File: config.mk
export PLATFORM = sky130hd
export DESIGN_NAME = branch_resolve_unit_flat
export DESIGN_NICKNAME = d
export VERILOG_FILES = /design/src/rtl/branch_pkg.sv /design/src/rtl/branch_resolve_unit_if.sv /design/src/rtl/branch_comparator.sv /design/src/rtl/branch_resolve_unit.sv /design/src/flat_wrapper.sv
export SDC_FILE = /design/constraint.sdc
export NUM_CORES = 1
export LEC_CHECK = 0
export BUFFER_PORTS_ARGS = -buffer_cell sky130_fd_sc_hd__buf_4
export CORE_ASPECT_RATIO = 1.4
export CORE_MARGIN = 2
export CORE_UTILIZATION = 50
export CTS_BUF_LIST = sky130_fd_sc_hd__clkbuf_8 sky130_fd_sc_hd__clkbuf_16
export DETAILED_ROUTE_END_ITERATION = 7
export GPL_TIMING_DRIVEN = 0
export PLACE_DENSITY_LB_ADDON = 0.15
export RECOVER_POWER = 100
export SLEW_MARGIN = 30
export SYNTH_ARGS = -nofsm -noshare
export SYNTH_HDL_FRONTEND = slang
export SYNTH_SLANG_ARGS = --single-unit
File: constraint.sdc
create_clock -name clk -period 4.2 [get_ports clk]
set_clock_uncertainty 0.15 [all_clocks]
set_input_delay 0.42 -clock clk [delete_from_list [all_inputs] [get_ports clk]]
set_output_delay 0.42 -clock clk [all_outputs]
set_load 0.05 [all_outputs]
File: src/rtl/branch_pkg.sv
// Shared constants and types for the execute-stage branch resolver.
// Optional perf counters: BRANCH_PERF_COUNTER_EN.
package branch_pkg;

  localparam logic [2:0] F3_BEQ  = 3'b000;
  localparam logic [2:0] F3_BNE  = 3'b001;
  localparam logic [2:0] F3_BLT  = 3'b100;
  localparam logic [2:0] F3_BGE  = 3'b101;
  localparam logic [2:0] F3_BLTU = 3'b110;
  localparam logic [2:0] F3_BGEU = 3'b111;

  localparam int INSTR_BYTES = 4;

  typedef enum logic {
    IDLE    = 1'b0,
    PENDING = 1'b1
  } branch_state_t;

endpackage

File: src/rtl/branch_resolve_unit_if.sv
// Execute-stage <-> branch resolver bundle.
// Counter signals exist only with BRANCH_PERF_COUNTER_EN.
interface branch_resolve_unit_if #(
  parameter int XLEN = 32
`ifdef BRANCH_PERF_COUNTER_EN
  , parameter int CNT_W = 32
`endif
);

  logic            stall;
  logic            flush;
  logic            valid;
  logic            isBranch;
  logic            isJal;
  logic            isJalr;
  logic [2:0]      funct3;
  logic [XLEN-1:0] rs1Value;
  logic [XLEN-1:0] rs2Value;
  logic [XLEN-1:0] programCounter;
  logic [XLEN-1:0] immediate;

  logic            shouldBranch;
  logic [XLEN-1:0] branchTarget;
  logic [XLEN-1:0] linkAddress;
  logic            misaligned;

`ifdef BRANCH_PERF_COUNTER_EN
  logic [CNT_W-1:0] branchCount;
  logic [CNT_W-1:0] takenCount;

  modport master (
    output stall, flush, valid,
    output isBranch, isJal, isJalr,
    output funct3, rs1Value, rs2Value,
    output programCounter, immediate,
    input  shouldBranch, branchTarget,
    input  linkAddress, misaligned,
    input  branchCount, takenCount
  );

  modport slave (
    input  stall, flush, valid,
    input  isBranch, isJal, isJalr,
    input  funct3, rs1Value, rs2Value,
    input  programCounter, immediate,
    output shouldBranch, branchTarget,
    output linkAddress, misaligned,
    output branchCount, takenCount
  );
`else
  modport master (
    output stall, flush, valid,
    output isBranch, isJal, isJalr,
    output funct3, rs1Value, rs2Value,
    output programCounter, immediate,
    input  shouldBranch, branchTarget,
    input  linkAddress, misaligned
  );

  modport slave (
    input  stall, flush, valid,
    input  isBranch, isJal, isJalr,
    input  funct3, rs1Value, rs2Value,
    input  programCounter, immediate,
    output shouldBranch, branchTarget,
    output linkAddress, misaligned
  );
`endif

endinterface

File: src/rtl/branch_comparator.sv
// Combinational RV32I branch condition evaluator.
// Shared with any future early-resolve stage.
module branch_comparator
  import branch_pkg::*;
#(
  parameter int XLEN = 32
) (
  input  logic [XLEN-1:0] rs1Value,
  input  logic [XLEN-1:0] rs2Value,
  input  logic [2:0]      funct3,
  output logic            cond
);

  logic eq;
  logic lt;
  logic ltu;

  assign eq  = (rs1Value == rs2Value);
  assign lt  = ($signed(rs1Value) < $signed(rs2Value));
  assign ltu = (rs1Value < rs2Value);

  always_comb begin
    cond = 1'b0;
    unique case (funct3)
      F3_BEQ:  cond = eq;
      F3_BNE:  cond = ~eq;
      F3_BLT:  cond = lt;
      F3_BGE:  cond = ~lt;
      F3_BLTU: cond = ltu;
      F3_BGEU: cond = ~ltu;
      default: cond = 1'b0;
    endcase
  end

endmodule

File: src/rtl/branch_resolve_unit.sv
// Execute-stage branch/jump resolver with stall-tolerant redirect.
// Optional perf counters: BRANCH_PERF_COUNTER_EN.
module branch_resolve_unit
  import branch_pkg::*;
#(
  parameter int XLEN = 32
`ifdef BRANCH_PERF_COUNTER_EN
  , parameter int CNT_W = 32
`endif
) (
  input  logic                 clk,
  input  logic                 reset,
  branch_resolve_unit_if.slave bus
);

  localparam logic [XLEN-1:0] ALIGN_MASK =
    XLEN'(INSTR_BYTES - 1);

  branch_state_t   state;
  logic [XLEN-1:0] pend_tgt;

  logic            cond;
  logic            take;
  logic            mis_now;
  logic [XLEN-1:0] br_tgt;
  logic [XLEN-1:0] jalr_sum;
  logic [XLEN-1:0] tgt;

  branch_comparator #(.XLEN(XLEN)) u_cmp (
    .rs1Value (bus.rs1Value),
    .rs2Value (bus.rs2Value),
    .funct3   (bus.funct3),
    .cond     (cond)
  );

  assign br_tgt   = bus.programCounter + bus.immediate;
  assign jalr_sum = bus.rs1Value + bus.immediate;
  assign tgt      = bus.isJalr
                  ? (jalr_sum & ~XLEN'(1))
                  : br_tgt;

  assign take = bus.valid & ~bus.flush
              & (bus.isJal | bus.isJalr
                 | (bus.isBranch & cond));

  assign mis_now = take & (|(tgt & ALIGN_MASK));

  assign bus.linkAddress =
    bus.programCounter + XLEN'(INSTR_BYTES);

  assign bus.misaligned = mis_now & ~bus.stall & ~reset;

  // A held redirect wins over whatever the stage shows now.
  always_comb begin
    bus.shouldBranch = 1'b0;
    bus.branchTarget = '0;
    if (!reset && !bus.flush && !bus.stall) begin
      if (state == PENDING) begin
        bus.shouldBranch = 1'b1;
        bus.branchTarget = pend_tgt;
      end else if (take && !mis_now) begin
        bus.shouldBranch = 1'b1;
        bus.branchTarget = tgt;
      end
    end
  end

  always_ff @(posedge clk or posedge reset) begin
    if (reset) begin
      state    <= IDLE;
      pend_tgt <= '0;
    end else if (bus.flush) begin
      state    <= IDLE;
      pend_tgt <= '0;
    end else if (state == IDLE) begin
      if (bus.stall && take && !mis_now) begin
        state    <= PENDING;
        pend_tgt <= tgt;
      end
    end else if (!bus.stall) begin
      state <= IDLE;
    end
  end

`ifdef BRANCH_PERF_COUNTER_EN
  logic [CNT_W-1:0] br_cnt;
  logic [CNT_W-1:0] tk_cnt;

  always_ff @(posedge clk or posedge reset) begin
    if (reset) begin
      br_cnt <= '0;
      tk_cnt <= '0;
    end else begin
      if (bus.valid && bus.isBranch
          && !bus.stall && !bus.flush)
        br_cnt <= br_cnt + CNT_W'(1);
      if (bus.shouldBranch)
        tk_cnt <= tk_cnt + CNT_W'(1);
    end
  end

  assign bus.branchCount = br_cnt;
  assign bus.takenCount  = tk_cnt;
`endif

endmodule

File: src/flat_wrapper.sv
// flat-port wrapper written by rule: the top's interface ports become plain ports
module branch_resolve_unit_flat import branch_pkg::*;
#(
  parameter int XLEN = 32

)
  (clk, reset, bus_stall, bus_flush, bus_valid, bus_isBranch, bus_isJal, bus_isJalr, bus_funct3, bus_rs1Value, bus_rs2Value, bus_programCounter, bus_immediate, bus_shouldBranch, bus_branchTarget, bus_linkAddress, bus_misaligned);
  branch_resolve_unit_if #(.XLEN(XLEN)) bus_i ();
  input  logic clk;
  input  logic reset;
  input wire logic [$bits(bus_i.stall)-1:0] bus_stall;
  input wire logic [$bits(bus_i.flush)-1:0] bus_flush;
  input wire logic [$bits(bus_i.valid)-1:0] bus_valid;
  input wire logic [$bits(bus_i.isBranch)-1:0] bus_isBranch;
  input wire logic [$bits(bus_i.isJal)-1:0] bus_isJal;
  input wire logic [$bits(bus_i.isJalr)-1:0] bus_isJalr;
  input wire logic [$bits(bus_i.funct3)-1:0] bus_funct3;
  input wire logic [$bits(bus_i.rs1Value)-1:0] bus_rs1Value;
  input wire logic [$bits(bus_i.rs2Value)-1:0] bus_rs2Value;
  input wire logic [$bits(bus_i.programCounter)-1:0] bus_programCounter;
  input wire logic [$bits(bus_i.immediate)-1:0] bus_immediate;
  output wire logic [$bits(bus_i.shouldBranch)-1:0] bus_shouldBranch;
  output wire logic [$bits(bus_i.branchTarget)-1:0] bus_branchTarget;
  output wire logic [$bits(bus_i.linkAddress)-1:0] bus_linkAddress;
  output wire logic [$bits(bus_i.misaligned)-1:0] bus_misaligned;
  assign bus_i.stall = bus_stall;
  assign bus_i.flush = bus_flush;
  assign bus_i.valid = bus_valid;
  assign bus_i.isBranch = bus_isBranch;
  assign bus_i.isJal = bus_isJal;
  assign bus_i.isJalr = bus_isJalr;
  assign bus_i.funct3 = bus_funct3;
  assign bus_i.rs1Value = bus_rs1Value;
  assign bus_i.rs2Value = bus_rs2Value;
  assign bus_i.programCounter = bus_programCounter;
  assign bus_i.immediate = bus_immediate;
  assign bus_shouldBranch = bus_i.shouldBranch;
  assign bus_branchTarget = bus_i.branchTarget;
  assign bus_linkAddress = bus_i.linkAddress;
  assign bus_misaligned = bus_i.misaligned;
  branch_resolve_unit #(.XLEN(XLEN)) u_core (.clk(clk), .reset(reset), .bus(bus_i));
endmodule
==> impl_results.md, run 1 <==
- EDFF count, synth: 0
- Initial antenna violation count: 0
- Critical Path Max Stage Delay: 0.37 ns
- Synth Register Bits: 33
- Clk sinks: 33
- Netlist cell types: 71
- Antenna cells: 0
- Final hold violation count: 0
- CTS root buffer: clkbuf_16
- TritonCTS clock tree: yes
- Synth top area share: 0.184
- Status: finished, final reports clean
- NumNets Final: 1298
- Initial DRT Pass Iterations: 5
- Via density: 5.85
- Predominant post-synthesis flop cell: dfrtp_1
- I/O Pins: 205
- Slowest CP cell: o41ai_2
- Die ar.: 13700 um^2
- Pwr Total: 1.77 mW
- Sequential area share after synthesis: 0.129
- R2r worst-path depth: 4
- Peak VDD IR: 0.000162 V
- Clk slew on worst S/H paths: 0.06 ns
- CTS Buf Count: 5
- Avg Synthesized Cell Area: 7.58 um^2
- YS warnings: 0
- Grt ovf: 0
- Asr flop ratio synth: 1.00
- Fin cells: 1214
- Final Max Slew Viols: 0
- Final setup viols: 0
- Reg-to-reg endpoint: u_core.pend_tgt[22]
- Number of buffers added on ports: 204
- RSZ-0062 raised after global routing: true
- Vias in the first global route: 6646
- CTS Buffer Depth: 2
- Area Growth Syn to Fin: 29.5%
- Wirelength per Cell: 17.0 um
- Pin count of the biggest net entering global routing: 34
- Post-synth top area cell: ha_1
- Starting Density: 0.516
- Final Wtd Congestion: 0.917
- Syn Inst Count: 843
- PD cells: 214 nW/um^2
- Worst Hold Class: in2async
- R2R Setup Slk: 2.43 ns
- Num rows: 48
- Most frequent cells in the layout: 175 x buf_4, 115 x nand2_1, 94 x ha_1, 78 x a21oi_1, 59 x xnor2_1
- GRT Total Usage: 0.285
- Via count: 7103
- Crit share post-route: 0.990
- Nature of the critical path endpoint: output port
- Max-cap viol count: 0
- Cell area after synthesis: 6390 um^2
- Critical Path Source Type: input port
- WP data required: 3.63 ns
- H-Tree Depth: 2
- P_leak: 4.20 nW
- Detail Route Antenna Nets: 0
- CP Cell Sequence: buf_6 -> and2_4 -> fa_2 -> a21o_1 -> a221o_1 -> o211ai_1 -> o2111a_2 -> o31a_1 -> o2111ai_2 -> a21oi_2 -> xnor2_1 -> mux2i_2 -> o41ai_2 -> buf_4
- First-pass GRT wire length: 31.6 mm
- Reg2reg start: u_core.state
- Share of cells above drive strength 1: 0.218
- Critical path fanouts, max: 4
- Synthesized Nets: 1078
- DRT iter0 DRCs: 352
- Setup_tns: 0 ns
- Final HPWL DP: 17.1 mm
- Area contributors post-synth: ha_1 18%, dfrtp_1 13%, xnor2_1 8.1%
- Worst-margin pin slew: 0.815 ns
- Fmax: 240 MHz
- Min cycle time layout: 4.16 ns
- Final wirelength: 20.6 mm
- Drt drc: 0
- Commonest non-fill, non-tap cell in the layout: buf_4
- Slew margin rel.: 0.449
- Critical path arrival: 3.59 ns
- Core area: 12400 um^2
- Die Width: 99.5 um
- Worst skew pair latency: 0.28 ns
- WS Path Type: in2out
- Dpl cells: 1197
- Chip Height: 138 um
==> sequential cells by signal (all words and copies together), names as in the netlist <==
register and flops:
u_core.state 1, u_core.pend_tgt 32
==> stage by stage <==
step | hold slack [ns] | worst slack, ns | utilization | instance area (um^2)
final | 0.164 | 0.0419 | 0.668 | 8270
after global routing | 0.224 | -0.156 | 0.668 | 8270
after detailed placement | 0.344 | -0.140 | 0.657 | 8130
after global placement | 0.342 | -0.121 | 0.657 | 8130
after floorplan | 0.325 | -0.0284 | - | 6410
after CTS | 0.188 | 0.0000544 | 0.673 | 8330
==> logic make-up after synthesis <==
kind of cell / Yosys count / share of synthesized area
mux: 35 / 0.0549
flops: 33 / 0.129
buf+inv: 72 / 0.0519
simple gates: 258 / 0.195
xor+xnor: 87 / 0.119
compound gates: 262 / 0.260
fa+ha+maj: 96 / 0.190
==> what timing repair did <==
action                     in CTS  in global routing
pin swaps                       2                 16
buffers inserted                2                  7
gates resized for setup         7                 27
hold buffers                    0                  0
setup endpoints to repair      14                 19
==> critical path: cells and delay by family <==
| kind | cells | cell delay, ns |
|---|---|---|
| AND/OR/NAND/NOR | 1 | 0.15 |
| buffers and inverters | 2 | 0.34 |
| AO/OA/AOI/OAI | 8 | 2.05 |
| XOR/XNOR | 1 | 0.15 |
| multiplexers | 1 | 0.13 |
| adder cells (fa/ha/maj) | 1 | 0.36 |
==> worst max path at each step <==
stage	startpoint	endpoint	cells past startpoint
after floorplan	bus_immediate[0]	bus_branchTarget[30]	12
after global placement	bus_immediate[0]	bus_branchTarget[30]	14
after detailed placement	bus_immediate[0]	bus_branchTarget[30]	14
after CTS	bus_immediate[0]	bus_branchTarget[30]	14
after global routing	bus_rs1Value[0]	bus_branchTarget[30]	14
final	bus_rs1Value[0]	bus_branchTarget[30]	14
==> power by group <==
part | internal [mW] | total [mW] | switching (mW)
clock | 0.251 | 0.393 | 0.142
sequential | 0.333 | 0.341 | 0.00801
combinational | 0.429 | 1.03 | 0.603
==> layer usage <==
| layer | part of all wire | up-vias | global-route usage |
|---|---|---|---|
| met5 | 0 | - | 0 |
| met4 | 0.038 | 0 | 0.104 |
| met3 | 0.048 | 48 | 0.0315 |
| met2 | 0.52 | 245 | 0.541 |
| met1 | 0.39 | 3304 | 0.325 |
| li1 | - | 3506 | - |
==> synth_stat cells (2+ instances only) <==
cell / number
a41oi_1: 2
nor2b_1: 4
clkbuf_1: 13
nor2_1: 47
fa_1: 2
o41ai_1: 3
o31ai_1: 4
inv_1: 50
mux2i_1: 35
or3_1: 2
nand4_1: 18
a31o_2: 3
nand4_4: 2
nor4b_2: 2
nand2b_1: 5
a21oi_1: 80
o21bai_1: 10
a21o_1: 35
o21ai_1: 6
nand2_1: 115
buf_4: 3
or2_2: 4
xor2_1: 28
o211ai_1: 5
o21ai_0: 62
xnor2_1: 59
o21a_1: 8
nor3_1: 10
a22oi_1: 2
nand3_1: 17
ha_1: 94
buf_12: 3
and4_1: 4
dfrtp_1: 33
and2_1: 9
o31a_1: 2
nor4_1: 2
a31oi_1: 6
o211a_1: 2
a211oi_1: 10
and3_1: 12
==> area by class of cell <==
| class | count | area (um^2) |
|---|---|---|
| Clock buffer | 7 | 153 |
| Tap cell | 150 | 188 |
| Inverter | 51 | 191 |
| Multi-Input combinational cell | 738 | 5340 |
| Sequential cell | 33 | 826 |
| Clock inverter | 1 | 5.00 |
| Fill cell | 1142 | 4100 |
| Timing Repair Buffer | 213 | 1470 |
| Buffer | 21 | 93.8 |
No activity file was read; power rests on OpenSTA's default activity.
==> run 2: changes to the inputs <==
- SYNTH_HIERARCHICAL: not set -> 1
==> run 2 against run 1 <==
  * The run now ends with negative setup slack left
  * Worst setup slack worse by 0.11 ns
  * Combinational power about the same
  * Via count increased by 7.8%
  * Clock-buffer cell count shrank 2
  * First-iteration DRC count increased by 13%
  * Critical path type unchanged
==> impl_results.md, run 2 <==
- Status: complete, but fails checks
- Failing checks: negative setup slack
- Critical path fanouts, max: 4
- Clk slew on worst S/H paths: 0.06 ns
- Slew margin rel.: 0.124
- Synthesized Nets: 1143
- Min cycle time layout: 4.26 ns
- Hold WS: 0.212 ns
- Worst skew pair latency: 0.28 ns
- Final Max Slew Viols: 0
- Core area: 12800 um^2
- # fillers: 1184
- EDFF count, synth: 0
- Fin cells: 1280
- Wirelength per Cell: 17.8 um
- Max-cap viol count: 0
- Count leader, synth: nand2_1
- CTS Buf Count: 5
- Final wirelength: 22.7 mm
- Largest registers: u_core/pend_tgt (32), u_core/state (1)
- Chip Height: 139 um
- Final setup viols: 7
- Clk sinks: 33
- Critical Path Max Stage Delay: 0.43 ns
- Final Wtd Congestion: 0.920
- P_leak: 4.14 nW
- Asr flop ratio synth: 1.00
- Vias in the first global route: 7472
- Number of buffers added on ports: 204
- Slowest CP cell: or4_4
- Setup_tns: -0.170 ns
- Cell family with most CP delay: compound AO/OA/AOI/OAI gates
- Avg Synthesized Cell Area: 7.18 um^2
- Starting Density: 0.509
- CTS root buffer: clkbuf_16
- Most frequent cells in the layout: 166 x buf_4, 106 x nand2_1, 88 x ha_1, 76 x a21oi_1, 70 x nor2_1
- YS warnings: 6
- Peak VDD IR: 0.000148 V
- Die Width: 101 um
- I/O Pins: 205
- Area Growth Syn to Fin: 32.4%
- Nature of the critical path endpoint: output port
- NumNets Final: 1361
- CP Cell Sequence: buf_4 -> ha_1 -> and4_1 -> a221oi_4 -> o22ai_2 -> or4_4 -> a31o_4 -> a211o_1 -> and3_4 -> nand2b_4 -> nand2b_4 -> buf_12 -> nor3_2 -> a31oi_1 -> a21oi_1 -> buf_4
- Num rows: 49
- Share of cells above drive strength 1: 0.217
- Post-synth top area cell: ha_1
- Fmax: 235 MHz
- Fin util: 0.674
- Pin count of the biggest net entering global routing: 34
- Synth Register Bits: 33
- Crit share post-route: 1.02
- WP data required: 3.63 ns
- CTS Buffer Depth: 2
- Grt ovf: 0
- First-pass GRT wire length: 35.5 mm
- Initial DRT Pass Iterations: 5
- Clk pwr share: 0.204
- H-Tree Depth: 2
- Power Internal: 958 uW
- Worst-margin pin slew: 1.31 ns
- Netlist cell types: 68
- P_sw: 767 uW
- RSZ-0062 raised after global routing: true
- Syn Inst Count: 908
- Area contributors post-synth: ha_1 18%, dfrtp_1 13%, xnor2_1 7.1%
- Setup ws final: -0.0636 ns
- Post-synth top cells: 110 x nand2_1, 94 x ha_1, 81 x a21oi_1
- PD cells: 200 nW/um^2
- Critical Path Source Type: input port
- GRT Total Usage: 0.314
- Die ar.: 14000 um^2
- Critical path arrival: 3.69 ns
- Initial antenna violation count: 0
- Predominant post-synthesis flop cell: dfrtp_1
- TritonCTS clock tree: yes
- Detail Route Antenna Nets: 0
- Via density: 5.98
- Sequential area share after synthesis: 0.127
- Drt drc: 0
- Final HPWL DP: 18.6 mm
- Most flops, register: u_core/pend_tgt
- Worst Hold Class: in2reg
- WS Path Type: in2out
- Switching share of power: 0.445
- Antenna cells: 0
- Via count: 7655
- Final hold violation count: 0
- Synth top area share: 0.180
- Combinational fraction of design power: 0.605
- Dpl cells: 1265
- CP bufs+invs: 3
- Sequential Power Share: 0.191
- DRT iter0 DRCs: 398
- Commonest non-fill, non-tap cell in the layout: buf_4
- Cell area after synthesis: 6520 um^2
- Max FFs per register: 32
==> run 2: metrics by stage <==
step	area [um^2]	total power [mW]	setup WS (ns)
5_1_grt	8630	1.83	-0.139
6_report	8630	1.72	-0.0636
2_1_floorplan	6530	0.990	-0.309
3_3_place_gp	8250	1.33	-0.750
3_5_place_dp	8250	1.33	-0.757
4_1_cts	8600	1.70	-0.0412
==> run 2: logic make-up after synthesis <==
kind of cell / count (synthesis) / share of synthesized area
and+or+nand+nor: 319 / 0.230
AOI/OAI and AO/OA: 283 / 0.281
adders and majority gates: 96 / 0.187
xor gates and xnor gates: 87 / 0.117
buffers and inverters: 86 / 0.0526
DFF: 33 / 0.127
muxes: 4 / 0.00614
==> run 2: path summary, 6_finish.rpt <==
| path | start | depth (start not counted) | endpoint | slack [ns] |
|---|---|---|---|---|
| setup / recovery | bus_rs1Value[15] | 16 | bus_branchTarget[18] | -0.06 |
| hold / removal | bus_flush | 2 | u_core/pend_tgt[26] | 0.21 |
| setup reg to reg | u_core/state | 8 | u_core/pend_tgt[15] | 1.95 |
| hold reg to reg | u_core/pend_tgt[4] | 2 | u_core/pend_tgt[4] | 0.33 |
| max in group asynchronous | reset | 2 | u_core/pend_tgt[8] | 2.73 |
| min in group asynchronous | reset | 2 | u_core/pend_tgt[30] | 0.39 |
==> run 2: cell type report <==
class,count,area (um^2),share of cell area
plain buffers,30,138,0.0159
clock buffers,5,125,0.0145
clock inverters,3,13.8,0.00159
inverters,55,209,0.0242
multi-input cells,789,5610,0.649
flip-flops and latches,33,826,0.0957
well taps,153,191,0.0222
repair buffers,212,1530,0.177
==> run 2: repair_timing <==
item,4_1_cts,5_1_grt
setup endpoints to repair,39,38
hold buffers,0,0
pin swaps,20,17
setup buffers,5,3
resized for setup,39,40
==> run 2: power groups by stage <==
stage	clock (mW)	combinational, mW	sequential, mW
after floorplan	0	0.656	0.333
after global placement	0	0.991	0.334
after detailed placement	0	0.996	0.335
after CTS	0.350	1.02	0.329
after global routing	0.364	1.14	0.330
final	0.352	1.04	0.330
==> run 2: per-layer routing <==
metal,share of wire,track usage
met4,0.066,0.184
met5,0,0
met3,0.049,0.0323
met2,0.52,0.573
met1,0.37,0.342
==> run 2: worst register-to-register path, stage by stage, from the launching register on <==
cell,delay [ns]
dfrtp_1,0.53
inv_1,0.18
nand2b_4,0.13
buf_12,0.11
nor2_1,0.07
nor2_1,0.45
clkbuf_2,0.35
nand2_1,0.08
o21ai_0,0.10
==> run 3: changes to the inputs <==
--- a/config.mk
+++ b/config.mk
@@ -7,2 +7,3 @@
 export LEC_CHECK = 0
+export ABC_CLOCK_PERIOD_IN_PS = 4200
 export BUFFER_PORTS_ARGS = -buffer_cell sky130_fd_sc_hd__buf_4
--- a/constraint.sdc
+++ b/constraint.sdc
@@ -4,2 +4,2 @@
 set_output_delay 0.42 -clock clk [all_outputs]
-set_load 0.05 [all_outputs]
+set_load 0.1 [all_outputs]
==> run 3 against run 2 <==
  * The flow still finishes with violations (negative setup slack)
  * Register-to-register slack better by 0.23 ns
  * Clock power barely moved
  * First-iteration DRC count fell by 12%
  * Hold slack better by 0.018 ns
  * Maximum frequency is 0.93% lower
  * Via count increased by 0.65%
  * Final cell count did not move
  * Die area is the same
  * Sequential power barely moved
  * Combinational power rose by 13%
  * Clock-buffer cell count grew 1
  * Largest power group unchanged
  * Highest routed layer unchanged
==> impl_results.md, run 3 (synthesis gave the netlist of run 2 again) <==
- Share of cells above drive strength 1: 0.261
- CTS Buf Count: 5
- Initial DRT Pass Iterations: 5
- DRT iter0 DRCs: 350
- Final wirelength: 22.7 mm
- WS Path Type: in2out
- Final hold violation count: 0
- Die Width: 101 um
- Worst Hold Class: in2reg
- CTS Buffer Depth: 2
- Largest registers: u_core/pend_tgt (32), u_core/state (1)
- Max FFs per register: 32
- Hold WS: 0.230 ns
- Grt ovf: 0
- Failing checks: negative setup slack
- Setup ws final: -0.104 ns
- Via density: 6.02
- Starting Density: 0.509
- P_leak: 4.20 nW
- Crit share post-route: 1.02
- Vias in the first global route: 7655
- H-Tree Depth: 2
- CTS root buffer: clkbuf_16
- Min cycle time layout: 4.30 ns
- Chip Height: 139 um
- Slew margin rel.: 0.141
- Pre-CTS setup slack: -0.769 ns
- Critical path arrival: 3.73 ns
- Final Max Slew Viols: 0
- Die ar.: 14000 um^2
- Initial antenna violation count: 0
- PD cells: 205 nW/um^2
- Detail Route Antenna Nets: 0
- Pin count of the biggest net entering global routing: 34
- Commonest non-fill, non-tap cell in the layout: buf_4
- Most frequent cells in the layout: 172 x buf_4, 106 x nand2_1, 79 x ha_1, 66 x nor2_1, 63 x a21oi_1
- Final HPWL DP: 18.5 mm
- Max-cap viol count: 0
- Area Growth Syn to Fin: 38.3%
- Antenna cells: 0
- Status: complete, but fails checks
- First-pass GRT wire length: 36.0 mm
- Fmax: 232 MHz
- Via count: 7705
- Critical path fanouts, max: 6
- Most flops, register: u_core/pend_tgt
- Clk slew on worst S/H paths: 0.05 ns
- TritonCTS clock tree: yes
- Fin util: 0.704
- Worst-margin pin slew: 1.29 ns
- I/O Pins: 205
- WP data required: 3.63 ns
- Final Wtd Congestion: 0.930
- Wirelength per Cell: 17.8 um
- Num rows: 49
- Drt drc: 0
- R2R Setup Slk: 2.18 ns
- Nature of the critical path endpoint: output port
- Peak VDD IR: 0.000219 V
- Final setup viols: 5
- Worst skew pair latency: 0.27 ns
- RSZ-0062 raised after global routing: true
- Clk sinks: 33
- NumNets Final: 1362
- Number of buffers added on ports: 204
- Critical Path Source Type: input port
- GRT Total Usage: 0.314
- Hold buffer count at cts: 0
- Core area: 12800 um^2
## run 3: cell count changes in the layout (fill, tap and decap cells not counted), moves of 4 or more
| cell | delta |
|---|---|
| buf_6 | -4 |
| o21ai_0 | -7 |
| buf_4 | +6 |
| clkbuf_1 | -5 |
| o21ai_4 | +9 |
| inv_1 | -5 |
| ha_1 | -9 |
| a21oi_1 | -13 |
| nor2_1 | -4 |
| nor2_2 | +4 |
| inv_2 | +4 |
| ha_4 | +8 |
| a21oi_2 | +10 |
## run 3: critical path, cell delays in order
cell and delay, ns:
buf_4 0.13, ha_4 0.25, and4_4 0.21, a221oi_4 0.33, o22ai_2 0.14, or4_1 0.51
a31o_1 0.28, a211o_1 0.28, and3_4 0.20, nand2b_4 0.09, nand2b_4 0.14, nor2_4 0.06
and3_4 0.18, a221o_4 0.34, buf_12 0.17
## run 3: power breakdown
| group | internal, mW | switching [mW] | leakage, nW |
|---|---|---|---|
| Sequential | 0.325 | 0.00443 | 0.459 |
| Combinational | 0.439 | 0.730 | 3.67 |
| Clock | 0.230 | 0.120 | 0.0741 |
## run 3: worst paths after layout
check | start | endpoint | cells after the start
setup / recovery | bus_rs1Value[15] | bus_branchTarget[28] | 15
hold / removal | bus_flush | u_core/pend_tgt[26] | 2
setup reg to reg | u_core/state | u_core/pend_tgt[8] | 8
hold reg to reg | u_core/pend_tgt[30] | u_core/pend_tgt[30] | 2
max in group asynchronous | reset | u_core/pend_tgt[3] | 2
min in group asynchronous | reset | u_core/pend_tgt[5] | 2
## run 3: stage by stage
| step | TNS (ns) | total power [mW] | std cells | cell area [um^2] |
|---|---|---|---|---|
| global placement | -17.26 | 1.42 | 1265 | 8440 |
| CTS | 0 | 1.82 | 1276 | 8930 |
| floorplan | -0.346 | 1.09 | 908 | 6720 |
| detailed placement | -18.08 | 1.43 | 1265 | 8440 |
| finish | -0.319 | 1.85 | 1280 | 9020 |
| global route | -0.462 | 1.96 | 1280 | 9020 |
## run 3: routing by layer
layer,part of all wire,GRT usage,vias up
li1,-,-,3730
met4,0.029,0.0944,0
met3,0.047,0.0282,50
met2,0.54,0.599,281
met5,0,0,-
met1,0.38,0.362,3644
## run 3: timing repair
action | in CTS | in global routing
resized for setup | 59 | 37
pin swaps | 19 | 26
setup buffers | 5 | 4
endpoints found under the setup margin | 39 | 31
## run 3: area by class of cell
type / instances / area (um^2)
Buffer: 30 / 145
Clock buffer: 6 / 139
Clock inverter: 1 / 3.75
Fill cell: 1115 / 3800
Inverter: 55 / 211
Multi-Input combinational cell: 789 / 5930
Sequential cell: 33 / 826
Tap cell: 153 / 191
Timing Repair Buffer: 213 / 1570
